--- config.mk ---
export PLATFORM = sky130hd
export DESIGN_NAME = uart_transmitter
export DESIGN_NICKNAME = d
export VERILOG_FILES = /design/src/rtl/uart_transmitter.sv
export SDC_FILE = /design/constraint.sdc
export NUM_CORES = 1
export LEC_CHECK = 0
export CAP_MARGIN = 20
export CORE_ASPECT_RATIO = 1.4
export CORE_MARGIN = 5
export CORE_UTILIZATION = 51
export DETAILED_ROUTE_END_ITERATION = 7
export PLACE_DENSITY_LB_ADDON = 0.15
export REMOVE_ABC_BUFFERS = 1
export SKIP_LAST_GASP = 1
export SLEW_MARGIN = 20
export SYNTH_ARGS = -nofsm -noshare
export SYNTH_HDL_FRONTEND = slang
export SYNTH_SLANG_ARGS = --single-unit
export TNS_END_PERCENT = 100
--- constraint.sdc ---
create_clock -name clock_12mhz -period 8.1 [get_ports clock_12mhz]
set_clock_uncertainty 0.2 [all_clocks]
set_input_delay 0.81 -clock clock_12mhz [delete_from_list [all_inputs] [get_ports clock_12mhz]]
set_output_delay 0.81 -clock clock_12mhz [all_outputs]
set_load 0.01 [all_outputs]
--- src/rtl/uart_transmitter.sv ---
// 8N1 UART transmitter with a small byte FIFO and a valid/ready write port.
// Defining UART_TX_PARITY_EN adds an even-parity bit between the data and stop bits.
module uart_transmitter #(
    parameter int CLOCK_DIVIDER = 104,
    parameter int FIFO_DEPTH    = 4,
    parameter int STOP_BITS     = 1
) (
    input  logic                          clock_12mhz,
    input  logic                          reset,
    input  logic [7:0]                    data,
    input  logic                          data_valid,
    output logic                          data_ready,
    output logic                          uart_tx,
    output logic                          busy,
    output logic [$clog2(FIFO_DEPTH):0]   fifo_level
);

    localparam int PTR_W  = $clog2(FIFO_DEPTH);
    localparam int LVL_W  = PTR_W + 1;
    localparam int BAUD_W = $clog2(CLOCK_DIVIDER);
    localparam logic [BAUD_W-1:0] BAUD_LAST = BAUD_W'(CLOCK_DIVIDER - 1);
    localparam logic [2:0]        STOP_LAST = 3'(STOP_BITS - 1);
    localparam logic [LVL_W-1:0]  LVL_FULL  = LVL_W'(FIFO_DEPTH);

`ifdef UART_TX_PARITY_EN
    typedef enum logic [2:0] {IDLE, START, DATA, PARITY, STOP} state_t;
`else
    typedef enum logic [2:0] {IDLE, START, DATA, STOP} state_t;
`endif

    state_t              state_reg, state_next;
    logic [BAUD_W-1:0]   baud_reg, baud_next;
    logic [2:0]          bit_cnt_reg, bit_cnt_next;
    logic [8:0]          shift_reg, shift_next;
    logic                tx_reg, tx_next;
    logic [PTR_W-1:0]    wr_ptr_reg, wr_ptr_next;
    logic [PTR_W-1:0]    rd_ptr_reg, rd_ptr_next;
    logic [LVL_W-1:0]    level_reg, level_next;
    logic [7:0]          fifo_mem [FIFO_DEPTH];

    logic                push;
    logic                pop;
    logic                fifo_empty;
    logic                baud_end;
    logic [7:0]          head;
    logic                frame_bit8;

    assign data_ready = (level_reg != LVL_FULL);
    assign push       = data_valid && data_ready;
    assign fifo_empty = (level_reg == '0);
    assign baud_end   = (baud_reg == BAUD_LAST);
    assign head       = fifo_mem[rd_ptr_reg];

    // Bit 8 of the shift register is what follows data bit 7: parity, or the stop level.
`ifdef UART_TX_PARITY_EN
    assign frame_bit8 = ^head;
`else
    assign frame_bit8 = 1'b1;
`endif

    always_ff @(posedge clock_12mhz) begin
        if (push) begin
            fifo_mem[wr_ptr_reg] <= data;
        end
    end

    always_ff @(posedge clock_12mhz or negedge reset) begin
        if (!reset) begin
            state_reg   <= IDLE;
            baud_reg    <= '0;
            bit_cnt_reg <= '0;
            shift_reg   <= '1;
            tx_reg      <= 1'b1;
            wr_ptr_reg  <= '0;
            rd_ptr_reg  <= '0;
            level_reg   <= '0;
        end else begin
            state_reg   <= state_next;
            baud_reg    <= baud_next;
            bit_cnt_reg <= bit_cnt_next;
            shift_reg   <= shift_next;
            tx_reg      <= tx_next;
            wr_ptr_reg  <= wr_ptr_next;
            rd_ptr_reg  <= rd_ptr_next;
            level_reg   <= level_next;
        end
    end

    always_comb begin
        state_next   = state_reg;
        baud_next    = baud_reg;
        bit_cnt_next = bit_cnt_reg;
        shift_next   = shift_reg;
        tx_next      = tx_reg;
        pop          = 1'b0;

        case (state_reg)
            IDLE: begin
                if (!fifo_empty) begin
                    pop        = 1'b1;
                    shift_next = {frame_bit8, head};
                    tx_next    = 1'b0;
                    baud_next  = '0;
                    state_next = START;
                end
            end
            START: begin
                if (baud_end) begin
                    baud_next    = '0;
                    bit_cnt_next = '0;
                    tx_next      = shift_reg[0];
                    shift_next   = {1'b1, shift_reg[8:1]};
                    state_next   = DATA;
                end else begin
                    baud_next = baud_reg + BAUD_W'(1);
                end
            end
            DATA: begin
                if (baud_end) begin
                    baud_next  = '0;
                    tx_next    = shift_reg[0];
                    shift_next = {1'b1, shift_reg[8:1]};
                    if (bit_cnt_reg == 3'd7) begin
                        bit_cnt_next = '0;
`ifdef UART_TX_PARITY_EN
                        state_next   = PARITY;
`else
                        state_next   = STOP;
`endif
                    end else begin
                        bit_cnt_next = bit_cnt_reg + 3'd1;
                    end
                end else begin
                    baud_next = baud_reg + BAUD_W'(1);
                end
            end
`ifdef UART_TX_PARITY_EN
            PARITY: begin
                if (baud_end) begin
                    baud_next  = '0;
                    tx_next    = 1'b1;
                    state_next = STOP;
                end else begin
                    baud_next = baud_reg + BAUD_W'(1);
                end
            end
`endif
            STOP: begin
                if (baud_end) begin
                    baud_next = '0;
                    if (bit_cnt_reg == STOP_LAST) begin
                        bit_cnt_next = '0;
                        // Chain straight into the next start bit so queued frames are gapless.
                        if (!fifo_empty) begin
                            pop        = 1'b1;
                            shift_next = {frame_bit8, head};
                            tx_next    = 1'b0;
                            state_next = START;
                        end else begin
                            tx_next    = 1'b1;
                            state_next = IDLE;
                        end
                    end else begin
                        bit_cnt_next = bit_cnt_reg + 3'd1;
                    end
                end else begin
                    baud_next = baud_reg + BAUD_W'(1);
                end
            end
            default: begin
                tx_next    = 1'b1;
                state_next = IDLE;
            end
        endcase
    end

    assign wr_ptr_next = wr_ptr_reg + PTR_W'(push);
    assign rd_ptr_next = rd_ptr_reg + PTR_W'(pop);
    assign level_next  = level_reg + LVL_W'(push) - LVL_W'(pop);

    assign uart_tx    = tx_reg;
    assign fifo_level = level_reg;
    assign busy       = (state_reg != IDLE) || !fifo_empty;

endmodule

### Word level (Yosys, flattened, before mapping)

Memories as Yosys holds them, arrays and structs flattened.
Index checks and enable logic that the tools add are counted.

| word-level totals | value |
|---|---|
| register bits | 30 |
| latch bits | 0 |
| RAM bits | 32 |
| bits in read-only memories | 0 |
| output and inout port bits | 6 |
| memories | 1 |

| operators by class | value |
|---|---|
| add/subtract/negate cells | 6 |
| multiply operators | 0 |
| divide/modulo/power cells | 0 |
| order comparisons | 0 |
| eq/ne operators | 13 |
| shifts and indexed selects | 0 |
| multiplexer cells | 34 |
| bitwise logic cells | 0 |
| reduce and logical (&&, ||, !) cells | 17 |

Memory list:

| memory | words | bits a word | read ports | clocked after memory_dff | wr ports | line | source |
|---|---|---|---|---|---|---|---|
| fifo_mem | 4 | 8 | 1 | 0 | 1 | 39 | `logic [7:0] fifo_mem [FIFO_DEPTH];` |

Operators by type and width:

| kind | number |
|---|---|
| two-way mux 9 bit | 4 |
| two-way mux 3 bit | 11 |
| case mux 9 bit (3 select lines) | 1 |
| two-way mux 7 bit | 2 |
| case mux 7 bit (2 select lines) | 1 |
| inequality test 2 bit (second input constant) | 6 |
| case mux 3 bit (4 select lines) | 1 |
| AND reduction 4 bit | 3 |
| two-way mux 1 bit | 11 |
| logical NOT 3 bit | 3 |
| case mux 3 bit (3 select lines) | 1 |
| nonzero test 3 bit | 3 |
| adder 7 x 1 -> 7 bit (second input constant) | 1 |
| == test 7 bit (second input constant) | 1 |
| == test 3 x 2 -> 1 bit (second input constant) | 2 |
| AND reduction 6 bit | 1 |
| adder 2 x 1 -> 2 bit | 2 |
| adder 3 x 1 -> 3 bit | 1 |
| adder 3 x 1 -> 3 bit (second input constant) | 1 |
| == test 3 x 1 -> 1 bit (second input constant) | 1 |
| == test 3 bit (second input constant) | 1 |
| inequality test 3 bit (second input constant) | 1 |
| case mux 1 bit (3 select lines) | 1 |
| OR reduction 3 bit | 1 |
| other kinds (9) | 9 |

### Longest topological paths before layout

Gate-level depths: netlist of run 1.

| depth | value |
|---|---|
| depth after elaboration | 6 |
| mapped depth | 11 |

### Least setup slack after synthesis of run 1

OpenSTA, ideal clock, no wires.

| timing | value |
|---|---|
| path kind | flip-flop to flip-flop |
| start point | reg baud_reg[0] |
| end point | reg level_reg[2], in the netlist fifo_level[2] |
| library setup time | 0.130 ns |
| data arrival time | 2.330 ns |
| data required time | 7.770 ns |
| path slack | 5.440 ns |
| stages on the path, launching flop included | 12 |
| buffers on the path | 1 |
| period minus slack after synthesis | 2.660 ns |
| cell sequence | dfrtp_1 > ha_1 > and4b_1 > buf_6 > a41oi_1 > nor2_1 > xnor2_1 > ha_1 > inv_1 > fa_1 > xnor2_1 > xnor2_1 |

| on the way | value |
|---|---|
| word-level cells in the longest chain between the ends | 4 |

RTL lines:

| what | line | source |
|---|---|---|
| start: declaration | 32 | `logic [BAUD_W-1:0] baud_reg, baud_next;` |
| start signal: assignment | 79 | `baud_reg <= baud_next;` |
| == test 7 bit | 51 | `assign baud_end = (baud_reg == BAUD_LAST);` |
| two-way mux 1 bit | 149 | `if (baud_end) begin` |
| case mux 1 bit (2 select lines) | 97 | `case (state_reg)` |
| subtractor 3 x 1 -> 3 bit | 179 | `assign level_next = level_reg + LVL_W'(push) - LVL_W'(pop);` |
| net level_next[2] | 38 | `logic [LVL_W-1:0] level_reg, level_next;` |
| end signal: assignment | 85 | `level_reg <= level_next;` |
| end: declaration | 38 |  |

The timed path passes the listed nets, and every way through them passes these cells.
A chain may end at the register's enable or synchronous reset.

### Final worst setup path of run 1

| timing | value |
|---|---|
| start point | reg state_reg[0] |
| end point | out busy |

| on the way | value |
|---|---|
| word-level cells in the longest chain between the ends | 2 |

RTL lines:

| what | line | source |
|---|---|---|
| start: declaration | 31 | `state_t state_reg, state_next;` |
| start signal: assignment | 78 | `state_reg <= state_next;` |
| nonzero test 3 bit | 183 | `assign busy = (state_reg != IDLE) \|\| !fifo_empty;` |
| logical OR 1 bit | 183 |  |
| end: declaration | 14 | `output logic busy,` |

Every way passes these cells.

==> metrics.yaml, run 1 <==
num_vias: 1768
power_frac_clock_pct: 36.4
synth_area_leaders: "edfxtp_1, dfrtp_1, dfstp_2, mux4_2, mux2_2"
slowest_stage: "clkdlybuf4s50_1"
grt_pass1_vias: 1960
num_rows: 32
syn_area_sq_um: 2897
antenna_found_initial: 0
fill_cells: 414
fin_crit_ns: 3.340
clk_pin_slew_ns: 0.07
setup_violations: 0
yosysWarningCount: 0
post_dp_cell_area_sq_um: 3118
synth.largest_area_cell: "edfxtp_1"
final_cell_area_sq_um: 3341
pwr-share-seq_pct: 49.0
fin_ws_ns: 4.760
postCtsSetupBuffers: 0
groute.usage.overall_pct: 16.42
ir_worst_vdd_v: 0.0002138
largest_register_ffs: 32
async_flop_share_pct: 46.67
path_cells: "inv_1 > ha_1 > nor4b_1 > buf_4 > inv_1 > clkdlybuf4s50_1"
synth_cell_type_count: 46
outcome: "finished clean"
diodes: 0
worstSkewPairLatency_ns: 0.34
worst-path-max-fanout: 11
layout-drive-gt1-share_pct: 24.27
final_cell_count_no_fill: 307
hold_buffers: 0
p_comb_share_pct: 14.6
die_y_um: 99.17
cts_tree: "done"
portBuffers: 16
p_total_mw: 0.8091
worstSetupEndpointType: "primary output"
cp_top_family: "buffers and inverters"
critical_path_class: "reg -> out"
post-place-ws_ns: 5.113
syn_avg_cell_area_sq_um: 13.66
wl_um: 5272
cp.required_ns: 7.09
relSlewSlack_pct: 54.99
grt_pass1_wl_um: 9066
fmax_mhz: 299.4
synth_most_common_cell: "edfxtp_1"
grt_max_degree: 29
syn_to_final_growth_pct: 15.33
critical_path_buf_inv_count: 4
drc_errors: 0
hold_class: "reg -> reg"
tns_ns: 0
place_hpwl_um: 3832
ctsLongestPathBuffers: 2
grt-ovfl-total: 0
place.gp.congestion: 0.9284
p_per_area_nw_per_um2: 242.2
root_buffer: "clkbuf_8"
cp-start-kind: "register"
nNetsFinal: 257
placed_cells: 291
fp.dieArea_sq_um: 7308
register_area_sq_um: 1673
switching_power_mw: 0.2047
fin_util_pct: 60.46
multi_input_area_sq_um: 1121
crit_path_max_incr_delay_ns: 0.47
core-area_sq_um: 5525
die_w_um: 73.69
leakagePower_nw: 1.274
yosysSeqAreaShare_pct: 57.75
synth-seq-cells: 60
num_io_pins: 17
worst_slew_pin_slew_ns: 0.6738
worstPathArrival_ns: 2.33
yosys-top-cells-count: "edfxtp_1, dfrtp_1, mux2_2, ha_1, inv_1"
critPathMostFrequentCell: "inv_1"
cts-resized-gates: 0
synth_edf_count: 32
h-tree-depth: 3
first_iter_violations: 100
holdWs_ns: 0.2818
initial_core_util_pct: 52.42
synthFlopType: "edfxtp_1"
via_per_inst: 5.759
ant_nets: 0
drt_pass1_iterations: 6
post-route-period-util_pct: 41.23
switching_share_pct: 25.29
maxCapViolCount: 0
cts_sinks: 60
wl_per_cell_um: 17.17
drv_slew: 0
p_int_mw: 0.6045
hold_viol: 0
grt_setup_unrepaired: "no"
syn_inst: 212
cts_buffers: 9
synth_top_area_share_pct: 33.17
## cells by family (layout without fill, tap and decap cells)
logic type	after synthesis	count (layout)	synth area share, %
flops	60	60	57.75
simple gates	49	49	9.072
compound gates	39	39	9.331
mux	25	25	13.05
buf+inv	21	48	3.542
fa+ha+maj	12	12	5.443
xor+xnor	6	6	1.815
## tightest hold or removal path: stages (launching register included)
cell and delay (ns):
dfstp_2 0.36, inv_1 0.06, a21oi_1 0.06
## power by group through the flow
stage	combinational, mW	clock (mW)	sequential (mW)
after floorplan	0.0626	0	0.401
after global placement	0.117	0	0.400
after detailed placement	0.121	0	0.403
after CTS	0.122	0.302	0.397
after global routing	0.130	0.321	0.403
final	0.118	0.294	0.397
## layer usage
| metal | routed length, um | GRT usage, % | vias up | part of all wire [%] |
|---|---|---|---|---|
| met5 | 0 | 0 | - | 0 |
| met4 | 189 | 9.623 | 0 | 3.6 |
| met3 | 173 | 4.348 | 19 | 3.3 |
| met2 | 2883 | 28.48 | 38 | 55 |
| met1 | 2026 | 17.35 | 874 | 38 |
| li1 | - | - | 837 | - |
## placed cells by master, fill, tap and decap left out, types with 3 or more instances in the layout
cell and instances:
edfxtp_1 32, nand2_1 10, mux2_2 14, inv_1 11, mux4_2 8, nor2_1 8
xnor2_1 3, o21ai_0 10, a21oi_1 9, clkbuf_8 9, xor2_1 3, dfstp_2 9
ha_1 11, nor2b_1 4, nand3_1 6, dfrtp_1 19, clkdlybuf4s50_1 16, buf_4 5
nor3_1 8
## worst paths after layout
kind                                     startpoint                        to  slack, ns  cells after the start
min reg2reg                shift_reg[7]$_DFFE_PN1P_  shift_reg[7]$_DFFE_PN1P_       0.28                      2
max reg2reg                 baud_reg[0]$_DFFE_PN0P_   fifo_level[2]$_DFF_PN0_       5.09                     10
max                        state_reg[0]$_DFFE_PN0P_                      busy       4.76                      6
min                        shift_reg[7]$_DFFE_PN1P_  shift_reg[7]$_DFFE_PN1P_       0.28                      2
min in group asynchronous                     reset   baud_reg[5]$_DFFE_PN0P_       0.66                      2
max in group asynchronous                     reset  shift_reg[3]$_DFFE_PN1P_       6.72                      2
## area by class of cell
class                           instances  share of cell area (%)
Sequential cell                        60                   50.07
Multi-Input combinational cell        131                   33.56
Timing Repair Buffer                   21                   5.918
Clock buffer                            9                   3.708
Clock inverter                          7                   2.959
Tap cell                               68                   2.547
Inverter                               11                   1.236
Power figures use the tool's default switching activity.
==> inputs of run 2 (changes only) <==
- clock period: 8.1 -> 2.9 ns (I/O delays scaled with it)
==> run 2 against run 1 <==
Against the previous run:
- clock power grew 140%
- wire length grew 2.4%
- critical path depth grew 4
==> metrics.yaml, run 2 (synthesized netlist as in run 1, its figures left out) <==
cts_buffers: 9  # unchanged
cp.required_ns: 2.94  # -4.15 ns
cp-start-kind: "register"
power_frac_clock_pct: 32.5  # -3.9 points
antenna_found_initial: 0  # unchanged
worstSkewPairLatency_ns: 0.33  # about the same
drc_errors: 0  # unchanged
fin_crit_ns: 2.740
groute.usage.overall_pct: 16.61  # +0.18 points
p_comb_share_pct: 16.1  # +1.5 points
num_io_pins: 17  # unchanged
root_buffer: "clkbuf_8"
ant_nets: 0  # unchanged
syn_to_final_growth_pct: 15.59
drt_pass1_iterations: 4  # -2
place_hpwl_um: 3936  # +2.7%
grt_setup_unrepaired: "no"
initial_core_util_pct: 52.42  # unchanged
ir_worst_vdd_v: 0.0003795  # +78%
first_iter_violations: 109  # +9.0%
worst-path-max-fanout: 7  # -4
fill_cells: 434  # +4.8%
diodes: 0  # unchanged
tns_ns: 0  # unchanged
post-place-ws_ns: 0.1337  # -4.980 ns
postCtsSetupBuffers: 0  # unchanged
place.gp.congestion: 0.7631  # -18%
die_w_um: 73.69  # unchanged
wl_um: 5399  # +2.4%
cts_sinks: 60  # unchanged
cts-resized-gates: 0  # unchanged
grt_pass1_vias: 1977  # +0.87%
switching_share_pct: 25.92  # +0.63 points
post-route-period-util_pct: 94.47
pwr-share-seq_pct: 51.4  # +2.4 points
setup_violations: 0  # unchanged
worstPathArrival_ns: 2.78  # +0.45 ns
num_rows: 32  # unchanged
wl_per_cell_um: 17.30  # +0.77%
die_y_um: 99.17  # unchanged
grt-ovfl-total: 0  # unchanged
p_per_area_nw_per_um2: 645.8  # +170%
p_int_mw: 1.602  # +160%
grt_pass1_wl_um: 9135  # +0.76%
via_per_inst: 5.683  # -1.3%
switching_power_mw: 0.5604  # +170%
portBuffers: 16  # unchanged
hold_class: "in -> async"
drv_slew: 0  # unchanged
layout-drive-gt1-share_pct: 25.00  # +0.73 points
fin_ws_ns: 0.1605  # -4.600 ns
core-area_sq_um: 5525  # unchanged
fmax_mhz: 365.0
worstSetupEndpointType: "register"
hold_viol: 0  # unchanged
grt_max_degree: 29  # unchanged
critical_path_class: "reg -> reg"
relSlewSlack_pct: 62.39  # +7.4 points
hold_buffers: 0  # unchanged
outcome: "finished clean"
nNetsFinal: 262  # +1.9%
h-tree-depth: 3  # unchanged
cts_tree: "done"
fp.dieArea_sq_um: 7308  # unchanged
largest_register_ffs: 32  # unchanged
maxCapViolCount: 0  # unchanged
num_vias: 1773  # +0.28%
clk_pin_slew_ns: 0.07  # about the same
worst_slew_pin_slew_ns: 0.5563  # -0.1175 ns
leakagePower_nw: 1.277  # +0.25%
layout_commonest_cell: "edfxtp_1"
ctsLongestPathBuffers: 2  # unchanged
final_cell_mix: "edfxtp_1, dfrtp_1, clkdlybuf4s50_1"
## run 2: cell count changes in the layout (fill, tap and decap cells not counted)
cell        change
buf_4           +5
bufinv_16       -1
inv_6           -1
clkinvlp_4      +1
a41oi_1         -1
a41oi_2         +1
clkinv_1        +1
clkbuf_1        +2
clkinv_4        -2
## run 2: critical path, cell delays in order, from the launching register on
cell,delay [ns]
dfrtp_1,0.45
ha_1,0.28
and4b_1,0.28
a41oi_2,0.16
nor2_1,0.22
xnor2_1,0.15
ha_1,0.16
inv_1,0.04
fa_1,0.37
xnor2_1,0.19
xnor2_1,0.15
## run 2: area by class of cell
type                    count  area [sq um]  share of cell area [%]
repair buffers             26         235.2                   7.025
clock inverters             5         53.80                   1.607
well taps                  68         85.08                   2.541
flip-flops and latches     60          1673                   49.96
clock buffers              11         131.4                   3.924
inverters                  11         41.29                   1.233
multi-input cells         131          1129                   33.71
## run 2: final timing paths
check / cells after the start / start / end / slack (ns)
setup reg to reg: 10 / baud_reg[0]$_DFFE_PN0P_ / fifo_level[2]$_DFF_PN0_ / 0.16
hold / removal: 2 / reset / bit_cnt_reg[2]$_DFFE_PN0P_ / 0.14
hold reg to reg: 2 / shift_reg[7]$_DFFE_PN1P_ / shift_reg[7]$_DFFE_PN1P_ / 0.28
max in group asynchronous: 2 / reset / uart_tx$_DFFE_PN1P_ / 2.03
setup / recovery: 10 / baud_reg[0]$_DFFE_PN0P_ / fifo_level[2]$_DFF_PN0_ / 0.16
min in group clock_12mhz: 2 / shift_reg[7]$_DFFE_PN1P_ / shift_reg[7]$_DFFE_PN1P_ / 0.28
## run 2: routing by layer
metal / track usage [%] / wire length [um] / vias to the layer above
met4: 6.974 / 136 / 0
li1: - / - / 843
met5: 0 / 0 / -
met1: 17.94 / 2104 / 886
met3: 5.561 / 191 / 11
met2: 28.96 / 2966 / 33
## run 2: power by group through the flow
stage	clock [mW]	sequential, mW	combinational [mW]
finish	0.702	1.11	0.348
global route	0.766	1.13	0.378
CTS	0.722	1.11	0.357
detailed placement	0	1.13	0.355
global placement	0	1.12	0.333
floorplan	0	1.12	0.175
## run 2: metrics by stage
| stage | cell area (sq um) | instances | hold WS (ns) | power, mW | utilization [%] |
|---|---|---|---|---|---|
| 2_1_floorplan | 2835 | 202 | -0.2056 | 1.294 | - |
| 3_3_place_gp | 3156 | 296 | 0.2677 | 1.449 | 57.11 |
| 3_5_place_dp | 3156 | 296 | 0.2713 | 1.486 | 57.11 |
| 4_1_cts | 3341 | 312 | 0.1553 | 2.193 | 60.46 |
| 5_1_grt | 3348 | 312 | 0.1941 | 2.272 | 60.60 |
| 6_report | 3348 | 312 | 0.1420 | 2.162 | 60.60 |
